<file path="config.mk">
export PLATFORM = sky130hd
export DESIGN_NAME = keypad_entry_decoder_flat
export DESIGN_NICKNAME = d
export VERILOG_FILES = /design/src/rtl/keypad_pkg.sv /design/src/rtl/keypad_entry_decoder_if.sv /design/src/rtl/keypad_entry_buffer.sv /design/src/rtl/keypad_entry_decoder.sv /design/src/flat_wrapper.sv
export SDC_FILE = /design/constraint.sdc
export NUM_CORES = 1
export LEC_CHECK = 0
export ABC_CLOCK_PERIOD_IN_PS = 3200
export BUFFER_PORTS_ARGS = -buffer_cell sky130_fd_sc_hd__clkbuf_2
export CAP_MARGIN = 10
export CORE_AREA = 2 2 96 98
export DETAILED_ROUTE_END_ITERATION = 16
export DIE_AREA = 0 0 98 100
export SYNTH_ARGS = -nofsm -noshare
export SYNTH_HDL_FRONTEND = slang
export SYNTH_SLANG_ARGS = --single-unit
</file>
<file path="constraint.sdc">
create_clock -name clk -period 3.2 [get_ports clk]
set_input_delay 0.32 -clock clk [delete_from_list [all_inputs] [get_ports clk]]
set_output_delay 0.32 -clock clk [all_outputs]
set_load 0.005 [all_outputs]
</file>
<file path="src/rtl/keypad_pkg.sv">
// Shared definitions for the keypad entry decoder: key codes, FSM encoding and
// the active-low one-hot helpers used on the scanner code.
package keypad_pkg;

  localparam int unsigned CNT_W = 16;

  localparam logic [3:0] KEY_BKSP = 4'hA;
  localparam logic [3:0] KEY_CLR  = 4'hB;
  localparam logic [3:0] KEY_ENT  = 4'hF;

  typedef enum logic [1:0] {
    ST_IDLE     = 2'd0,
    ST_DECODE   = 2'd1,
    ST_WAIT_REL = 2'd2
  } state_e;

  // Position of the single low bit; illegal patterns map to 0 and are
  // rejected separately by onehot_n_ok.
  function automatic logic [1:0] onehot_n_to_idx(input logic [3:0] v);
    logic [1:0] idx;
    case (v)
      4'b1110: idx = 2'd0;
      4'b1101: idx = 2'd1;
      4'b1011: idx = 2'd2;
      4'b0111: idx = 2'd3;
      default: idx = 2'd0;
    endcase
    return idx;
  endfunction

  function automatic logic onehot_n_ok(input logic [3:0] v);
    return (v == 4'b1110) || (v == 4'b1101) || (v == 4'b1011) || (v == 4'b0111);
  endfunction

endpackage

</file>
<file path="src/rtl/keypad_entry_decoder_if.sv">
// Scanner-to-decoder link: encoded key event in, decoded key and entry out.
interface keypad_entry_decoder_if #(
  parameter int unsigned DIGITS = 4
);
  logic [7:0]          enc_in;
  logic                pressed_in;
  logic                key_valid;
  logic [3:0]          key_code;
  logic                key_err;
  logic [4*DIGITS-1:0] entry_bcd;
  logic [3:0]          entry_count;
  logic                entry_valid;
  logic [4*DIGITS-1:0] entry_value;
  logic                overflow;

  modport master (
    output enc_in, pressed_in,
    input  key_valid, key_code, key_err, entry_bcd, entry_count,
           entry_valid, entry_value, overflow
  );

  modport slave (
    input  enc_in, pressed_in,
    output key_valid, key_code, key_err, entry_bcd, entry_count,
           entry_valid, entry_value, overflow
  );
endinterface

</file>
<file path="src/rtl/keypad_entry_buffer.sv">
// BCD entry accumulator: digit shift-in, backspace, clear and enter snapshot,
// driven by one decoded key per key_valid_i.
module keypad_entry_buffer
  import keypad_pkg::*;
#(
  parameter int unsigned DIGITS = 4
) (
  input  logic                clk,
  input  logic                rst_n,
  input  logic                key_valid_i,
  input  logic [3:0]          key_code_i,
  output logic [4*DIGITS-1:0] entry_bcd,
  output logic [3:0]          entry_count,
  output logic                entry_valid,
  output logic [4*DIGITS-1:0] entry_value,
  output logic                overflow
);

  localparam int unsigned W = 4 * DIGITS;
  localparam logic [3:0] FULL = 4'(DIGITS);

  logic [W-1:0] bcd_q, bcd_d;
  logic [W-1:0] value_q, value_d;
  logic [3:0]   count_q, count_d;
  logic         valid_q, valid_d;
  logic         ovf_q, ovf_d;

  always_ff @(posedge clk or negedge rst_n) begin
    if (!rst_n) begin
      bcd_q   <= '0;
      value_q <= '0;
      count_q <= '0;
      valid_q <= 1'b0;
      ovf_q   <= 1'b0;
    end else begin
      bcd_q   <= bcd_d;
      value_q <= value_d;
      count_q <= count_d;
      valid_q <= valid_d;
      ovf_q   <= ovf_d;
    end
  end

  // Codes 0xC..0xE fall through the digit test and leave the buffer alone.
  always_comb begin
    bcd_d   = bcd_q;
    value_d = value_q;
    count_d = count_q;
    valid_d = 1'b0;
    ovf_d   = 1'b0;
    if (key_valid_i) begin
      case (key_code_i)
        KEY_BKSP: begin
          if (count_q != 4'd0) begin
            bcd_d   = bcd_q >> 4;
            count_d = count_q - 4'd1;
          end
        end
        KEY_CLR: begin
          bcd_d   = '0;
          count_d = '0;
        end
        KEY_ENT: begin
          value_d = bcd_q;
          valid_d = 1'b1;
          bcd_d   = '0;
          count_d = '0;
        end
        default: begin
          if (key_code_i <= 4'd9) begin
            if (count_q < FULL) begin
              bcd_d   = (bcd_q << 4) | W'(key_code_i);
              count_d = count_q + 4'd1;
            end else begin
              ovf_d = 1'b1;
            end
          end
        end
      endcase
    end
  end

  assign entry_bcd   = bcd_q;
  assign entry_value = value_q;
  assign entry_count = count_q;
  assign entry_valid = valid_q;
  assign overflow    = ovf_q;

endmodule

</file>
<file path="src/rtl/keypad_entry_decoder.sv">
// Keypad decode front end: captures one scanner event per press, validates and
// decodes it, then waits for a debounced release before accepting another.
module keypad_entry_decoder
  import keypad_pkg::*;
#(
  parameter int unsigned DIGITS         = 4,
  parameter int unsigned RELEASE_CYCLES = 16
) (
  input logic                   clk,
  input logic                   rst,
  keypad_entry_decoder_if.slave bus
);

  localparam logic [CNT_W-1:0] REL_LAST = CNT_W'(RELEASE_CYCLES - 1);

  state_e           state_q, state_d;
  logic [7:0]       cap_q, cap_d;
  logic [CNT_W-1:0] rel_cnt_q, rel_cnt_d;
  logic             key_valid_q, key_valid_d;
  logic             key_err_q, key_err_d;
  logic [3:0]       key_code_q, key_code_d;

  logic             legal_c;
  logic [3:0]       code_c;
  logic             buf_valid_c;

  always_ff @(posedge clk or negedge rst) begin
    if (!rst) begin
      state_q     <= ST_IDLE;
      cap_q       <= '0;
      rel_cnt_q   <= '0;
      key_valid_q <= 1'b0;
      key_err_q   <= 1'b0;
      key_code_q  <= '0;
    end else begin
      state_q     <= state_d;
      cap_q       <= cap_d;
      rel_cnt_q   <= rel_cnt_d;
      key_valid_q <= key_valid_d;
      key_err_q   <= key_err_d;
      key_code_q  <= key_code_d;
    end
  end

  assign legal_c = onehot_n_ok(cap_q[7:4]) && onehot_n_ok(cap_q[3:0]);
  assign code_c  = {onehot_n_to_idx(cap_q[7:4]), onehot_n_to_idx(cap_q[3:0])};

  always_comb begin
    state_d     = state_q;
    cap_d       = cap_q;
    rel_cnt_d   = rel_cnt_q;
    key_valid_d = 1'b0;
    key_err_d   = 1'b0;
    key_code_d  = key_code_q;
    buf_valid_c = 1'b0;
    case (state_q)
      ST_IDLE: begin
        if (bus.pressed_in) begin
          cap_d   = bus.enc_in;
          state_d = ST_DECODE;
        end
      end
      ST_DECODE: begin
        if (legal_c) begin
          key_valid_d = 1'b1;
          key_code_d  = code_c;
          buf_valid_c = 1'b1;
        end else begin
          key_err_d = 1'b1;
        end
        rel_cnt_d = '0;
        state_d   = ST_WAIT_REL;
      end
      ST_WAIT_REL: begin
        // Any high sample restarts the release window, absorbing bounce.
        if (bus.pressed_in) begin
          rel_cnt_d = '0;
        end else if (rel_cnt_q == REL_LAST) begin
          rel_cnt_d = '0;
          state_d   = ST_IDLE;
        end else begin
          rel_cnt_d = rel_cnt_q + CNT_W'(1);
        end
      end
      default: state_d = ST_IDLE;
    endcase
  end

  assign bus.key_valid = key_valid_q;
  assign bus.key_err   = key_err_q;
  assign bus.key_code  = key_code_q;

  keypad_entry_buffer #(
    .DIGITS (DIGITS)
  ) u_buffer (
    .clk         (clk),
    .rst_n       (rst),
    .key_valid_i (buf_valid_c),
    .key_code_i  (code_c),
    .entry_bcd   (bus.entry_bcd),
    .entry_count (bus.entry_count),
    .entry_valid (bus.entry_valid),
    .entry_value (bus.entry_value),
    .overflow    (bus.overflow)
  );

endmodule

</file>
<file path="src/flat_wrapper.sv">
// flat-port wrapper written by rule: the top's interface ports become plain ports
module keypad_entry_decoder_flat import keypad_pkg::*;
#(
  parameter int unsigned DIGITS         = 4,
  parameter int unsigned RELEASE_CYCLES = 16
)
  (clk, rst, bus_enc_in, bus_pressed_in, bus_key_valid, bus_key_code, bus_key_err, bus_entry_bcd, bus_entry_count, bus_entry_valid, bus_entry_value, bus_overflow);
  keypad_entry_decoder_if #(.DIGITS(DIGITS)) bus_i ();
  input logic clk;
  input logic rst;
  input wire logic [$bits(bus_i.enc_in)-1:0] bus_enc_in;
  input wire logic [$bits(bus_i.pressed_in)-1:0] bus_pressed_in;
  output wire logic [$bits(bus_i.key_valid)-1:0] bus_key_valid;
  output wire logic [$bits(bus_i.key_code)-1:0] bus_key_code;
  output wire logic [$bits(bus_i.key_err)-1:0] bus_key_err;
  output wire logic [$bits(bus_i.entry_bcd)-1:0] bus_entry_bcd;
  output wire logic [$bits(bus_i.entry_count)-1:0] bus_entry_count;
  output wire logic [$bits(bus_i.entry_valid)-1:0] bus_entry_valid;
  output wire logic [$bits(bus_i.entry_value)-1:0] bus_entry_value;
  output wire logic [$bits(bus_i.overflow)-1:0] bus_overflow;
  assign bus_i.enc_in = bus_enc_in;
  assign bus_i.pressed_in = bus_pressed_in;
  assign bus_key_valid = bus_i.key_valid;
  assign bus_key_code = bus_i.key_code;
  assign bus_key_err = bus_i.key_err;
  assign bus_entry_bcd = bus_i.entry_bcd;
  assign bus_entry_count = bus_i.entry_count;
  assign bus_entry_valid = bus_i.entry_valid;
  assign bus_entry_value = bus_i.entry_value;
  assign bus_overflow = bus_i.overflow;
  keypad_entry_decoder #(.DIGITS(DIGITS), .RELEASE_CYCLES(RELEASE_CYCLES)) u_core (.clk(clk), .rst(rst), .bus(bus_i));
endmodule
</file>
### Word-level counts from Yosys, hierarchy flattened

Cells that the tools add are included.

* reduce and logical (&&, ||, !) cells: 19
* muxes and demuxes: 27
* bitwise gates (word level): 1
* equality and inequality tests: 18
* add/sub/neg operators: 3
* magnitude comparators: 2

Operators by type and width (number)
* $mux W16: 5
* $pmux W16 S2: 2
* $eq A4 B4 Y1 const B: 9
* $pmux W2 S3: 3
* $add A16 B1 Y16 const B: 1
* $eq A16 B4 Y1 const B: 1
* $or A16 B4 Y16: 1
* $mux W4: 3
* $mux W1: 10
* $eq A4 B3 Y1 const B: 2
* $pmux W4 S2: 1
* $logic_or A1 B1 Y1: 6
* $mux W2: 3
* $ne A2 B2 Y1 const B: 3
* $reduce_and A2 Y1: 3
* $reduce_bool A3 Y1: 2
* $add A4 B1 Y4 const B: 1
* $le A4 B4 Y1 const B: 1
* $lt A4 B3 Y1 const B: 1
* $reduce_and A4 Y1: 1
* $reduce_bool A4 Y1: 1
* $sub A4 B1 Y4 const B: 1
* $reduce_and A3 Y1: 1
* $reduce_or A3 Y1: 1
* other kinds (7): 7

* register bits: 70
* output and inout bits: 44
* logic and storage cells: 81

### Logic depth before layout (Yosys ltp)

* depth after elaboration: 8
* gate-level depth with buffers: 12
* depth with buffers taken out: 9

### Cells and area by module

Synthesis repeated with hierarchy kept, for this count alone.

* cell total of the unflattened synthesis: 312
* area, all modules: 3427.0 um2

Modules (own cells, without submodules)
* keypad_entry_buffer: seq. area each 950.9 um2, instances 1, cells each 153, area an instance 1751.7 um2
* keypad_entry_decoder: seq. area each 800.8 um2, instances 1, cells each 159, area an instance 1675.4 um2

### Worst setup path after synthesis

No wires, ideal clock.

* path type: register to register
* start: register u_core.cap_q[2]
* end: register u_core.u_buffer.count_q[3], in the netlist u_core.u_buffer.entry_count[3]
* setup slack: 460 ps
* stages on the path, launching flop included: 13
* path buffers: 3
* arrival time: 2619 ps
* library setup time: 121 ps
* data required time: 3079 ps
* path through: dfrtp_1 -> buf_4 -> nand4b_1 -> or3_1 -> clkbuf_1 -> inv_1 -> buf_2 -> ha_1 -> o21ai_0 -> nand2b_1 -> mux2_2 -> a211o_1 -> a22o_1

* longest elaborated chain between the ends: 8
* elaborated cells on any way between the ends: 21
* classes of those cells: 1 x order compare; 8 x eq/ne; 4 x mux; 8 x reduce/logical

RTL lines
* from (decl): line keypad_entry_decoder.sv:17 `logic [7:0] cap_q, cap_d;`
* from (signal assigned): line keypad_entry_decoder.sv:37 `cap_q <= cap_d;`
* parallel branches: the longest is 8 deep, another holds $le A4 B4 Y1
* to (signal assigned): line keypad_entry_buffer.sv:38 `count_q <= count_d;`
* to (decl): line keypad_entry_buffer.sv:24 `logic [3:0] count_q, count_d;`

Parallel ways; which one is timed is not known.
A chain may end at the register's enable or synchronous reset.

### Final worst setup path

* start: register u_core.cap_q[3]
* end: register u_core.u_buffer.bcd_q[3], in the netlist u_core.u_buffer.entry_bcd[3]

* longest elaborated chain between the ends: 8
* elaborated cells on any way between the ends: 21
* classes of those cells: 1 x order compare; 8 x eq/ne; 4 x mux; 8 x reduce/logical

RTL lines
* parallel branches: the longest is 8 deep, another holds $le A4 B4 Y1
* to (signal assigned): line keypad_entry_buffer.sv:30 `bcd_q <= '0;`
* to (signal assigned): line keypad_entry_buffer.sv:36 `bcd_q <= bcd_d;`
* to (decl): line keypad_entry_buffer.sv:22 `logic [W-1:0] bcd_q, bcd_d;`

Parallel ways; which one is timed is not known.

==> results.toml <==
[place]
post_place_setup_slack_ps = 575
detailed_place.area_um2 = 4020
gp_routability_congestion = 0.852
place_hpwl_mm = 5.18
buffers_added_on_ports = 54

[sta]
timing.final.max_slew_violations = 0
setup_failing_eps_final = 0
grt_setup_unrepaired = "no"
timing.final.crit_share_pct = 82.9
final_hold_viols = 0
tightest_slew_ps = 891
final.setup_skew_ps = 10.9
f_max_mhz = 377
setup_ws_ps = 546
maxSlewHeadroom_pct = 40.6
setup_tns_ps = 0
finalCriticalPeriod_ps = 2650

[setup_path]
endpoint_kind = "flop"
critical_path.startpoint_type = "flop"
path_max_fanout = 20
critical_path_arrival_ps = 2880
timing.critical_path.slowest_stage_cell = "sky130_fd_sc_hd__dfrtp_1"
critPathRequiredTime_ps = 3430
path_cells = "nand4b_1 -> or2_1 -> a21o_1 -> a2111oi_4 -> buf_4 -> mux2_4"
worst_path_largest_cell_delay_ps = 490
worst_case_register_to_register_setup_slack_ps = 550
timing.setup.critical_path_class = "flop to flop"

[routing]
drc = 0
drt-initial-drc-count = 78
detail_route.first_pass.iterations = 4
avgRoutedWirePerCell_um = 14.8
via_per_inst = 5.32
drt-total-wl_mm = 7.45
num_vias = 2682
postRouteAntennaNets = 0

[power]
comb_power_share_pct = 30.8
p_int_mw = 1.78
power_switching_mw = 0.991
p_leak_nw = 2.01
irDropWorstVdd_mv = 0.350
power.density_cell_area_nw_per_um2 = 657
report.power.total_mw = 2.77
power.switching_fraction_pct = 35.7
power_frac_seq_pct = 43.2
pwr-share-clk_pct = 25.9

[yosys]
most_instantiated_library_cell_after_synthesis = "sky130_fd_sc_hd__dfrtp_1"
synthDistinctLibCells = 50
synthDominantAreaCellType = "sky130_fd_sc_hd__dfrtp_1"
syn_avg_cell_area_um2 = 11.0
sequential_element_share_of_the_synthesized_area_pct = 47.6
cell_types_with_the_largest_area_share_after_synthesis = "sky130_fd_sc_hd__dfrtp_1 (48%), sky130_fd_sc_hd__mux2_4 (9.4%), sky130_fd_sc_hd__mux2_2 (5.5%)"
mappedNetlistArea_um2 = 3680
post_synth_most_frequent_cells = "sky130_fd_sc_hd__dfrtp_1 (70), sky130_fd_sc_hd__nand2_1 (40), sky130_fd_sc_hd__nor2_1 (24), sky130_fd_sc_hd__mux2_4 (23), sky130_fd_sc_hd__mux2_2 (18)"
postSynthCellCount = 333
async_flop_share_pct = 100
yosys_synthesis_warning_count = 0
postSynthRegisterBits = 70
number_of_nets_in_the_synthesized_netlist = 351
synth_edf_count = 0
synth_largest_type_area_fraction_pct = 47.6
yosys_most_used_dff = "sky130_fd_sc_hd__dfrtp_1"

[floorplanning]
fp.dieArea_um2 = 9800
die_height_um = 100
num_rows = 35
fp.dieW_um = 98
core-area_um2 = 8890
initial_core_util_pct = 41.4
num_io_pins = 55

[layout]
postLayoutCellArea_um2 = 4220
final_net_count = 406
area_growth_syn_to_layout_pct = 14.6
n_antenna_cell = 0
final_layout_size_suffix_gt1_share_pct = 31.0
layout.core_utilization_pct = 47.4

[global_routing]
grt_overflow = 0
grt_pass1_wl_mm = 12.8
global_route.usage.total_pct = 16.3
grt_pass1_vias = 2566
antenna_found_initial = 0
largest_net_degree_at_the_start_of_global_routing = 71

[clock_network]
cts-resized-gates = 0
cts_post_setup_buffers_inserted = 0
number_of_hold_buffers_added_after_cts = 0
cts_max_level = 3
worst_setup_hold_path_clk_slew_ps = 80
clockBufferDepth = 2
clock-sinks = 70
ctsRootBufferMaster = "sky130_fd_sc_hd__clkbuf_8"
tritoncts_clock_tree = "yes"
cts-buffers-inserted = 9
worst_skew_pair.late_latency_ps = 350

[outcome]
status = "completed"

[hold_path]
hold_path_class = "input port to async pin"

[job]
max-cap-violations = 0
[worst paths after layout]
path / from / depth (start not counted) / to
worst max-delay path: u_core.cap_q[3] / 6 / u_core.u_buffer.entry_bcd[3]
worst min-delay path: rst / 2 / u_core.u_buffer.entry_value[12]
worst max register to register: u_core.cap_q[3] / 6 / u_core.u_buffer.entry_bcd[3]
worst min register to register: u_core.bus.key_code[0] / 2 / u_core.bus.key_code[0]
max in group asynchronous: rst / 2 / u_core.u_buffer.entry_value[10]
min in group clk: bus_enc_in[3] / 2 / u_core.cap_q[3]
[critical path: cells and delay by family (launching register included)]
family          cells  cell delay (ps)
compound gates      2              670
buf+inv             1              390
flops               1              490
mux                 1              330
simple gates        2              640
[per-layer routing]
| layer | part of all wire [%] | wire, µm | global-route usage [%] |
|---|---|---|---|
| met1 | 48 | 3560 | 22.7 |
| met2 | 46 | 3430 | 25.0 |
| met3 | 4.6 | 341 | 3.13 |
| met4 | 1.7 | 125 | 6.73 |
| met5 | 0 | 0 | 0 |
[layout make-up]
cell class | instances | area [µm²]
Timing Repair Buffer | 59 | 308
Clock inverter | 6 | 61.3
Multi-Input combinational cell | 235 | 1770
Sequential cell | 70 | 1750
Clock buffer | 10 | 138
Tap cell | 111 | 139
Fill cell | 829 | 4670
Inverter | 13 | 48.8
[placed cells by master (no fill, tap or decap), types with 2 or more instances in the layout]
| master | count |
|---|---|
| sky130_fd_sc_hd__o211ai_1 | 2 |
| sky130_fd_sc_hd__nor3_1 | 4 |
| sky130_fd_sc_hd__and3b_1 | 2 |
| sky130_fd_sc_hd__nor4_1 | 4 |
| sky130_fd_sc_hd__mux2_4 | 23 |
| sky130_fd_sc_hd__a21o_1 | 2 |
| sky130_fd_sc_hd__mux2i_1 | 7 |
| sky130_fd_sc_hd__and2_1 | 2 |
| sky130_fd_sc_hd__xor2_1 | 5 |
| sky130_fd_sc_hd__buf_4 | 5 |
| sky130_fd_sc_hd__a211o_1 | 2 |
| sky130_fd_sc_hd__a21oi_1 | 6 |
| sky130_fd_sc_hd__nor2_1 | 24 |
| sky130_fd_sc_hd__o21ai_0 | 13 |
| sky130_fd_sc_hd__dfrtp_1 | 70 |
| sky130_fd_sc_hd__xnor2_1 | 8 |
| sky130_fd_sc_hd__nand2b_1 | 6 |
| sky130_fd_sc_hd__o22ai_1 | 4 |
| sky130_fd_sc_hd__o31ai_1 | 4 |
| sky130_fd_sc_hd__inv_1 | 13 |
| sky130_fd_sc_hd__clkbuf_8 | 10 |
| sky130_fd_sc_hd__ha_1 | 7 |
| sky130_fd_sc_hd__a222oi_1 | 2 |
| sky130_fd_sc_hd__clkinv_2 | 3 |
| sky130_fd_sc_hd__nor2b_1 | 3 |
| sky130_fd_sc_hd__clkbuf_2 | 53 |
| sky130_fd_sc_hd__a31oi_1 | 6 |
| sky130_fd_sc_hd__nand3_1 | 8 |
| sky130_fd_sc_hd__nand4_1 | 7 |
| sky130_fd_sc_hd__nor3b_1 | 4 |
| sky130_fd_sc_hd__mux2_2 | 18 |
| sky130_fd_sc_hd__nand2_1 | 40 |
| sky130_fd_sc_hd__nand4b_1 | 4 |
| sky130_fd_sc_hd__a22o_1 | 2 |
[flip-flops by register name (all words and copies together) (netlist names)]
register,cells
u_core.cap_q,8
u_core.rel_cnt_q,16
u_core.u_buffer.overflow,1
u_core.bus.key_err,1
u_core.u_buffer.entry_count,4
u_core.bus.key_code,4
u_core.bus.key_valid,1
u_core.state_q,2
u_core.u_buffer.entry_bcd,16
u_core.u_buffer.entry_valid,1
u_core.u_buffer.entry_value,16
[stage by stage]
stage,std cells,hold WS [ps]
floorplan,333,24.4
global placement,488,490
detailed placement,488,496
CTS,504,190
global route,504,197
finish,504,160
[cells by family after synthesis]
| logic type | count (synthesis) | share of synthesized area [%] |
|---|---|---|
| AND/OR/NAND/NOR | 119 | 16.6 |
| flip-flops | 70 | 47.6 |
| AO/OA/AOI/OAI | 48 | 9.22 |
| multiplexers | 48 | 16.8 |
| buffers and inverters | 28 | 4.25 |
| XOR/XNOR | 13 | 3.10 |
| adder cells (fa/ha/maj) | 7 | 2.38 |
[power by group through the flow]
stage / clock (mW) / sequential, mW / combinational (mW)
finish: 0.719 / 1.20 / 0.855
global placement: 0 / 1.21 / 0.851
global route: 0.780 / 1.22 / 0.978
detailed placement: 0 / 1.21 / 0.858
floorplan: 0 / 1.12 / 0.760
CTS: 0.743 / 1.19 / 0.861
(Power assumes the default switching activity.)
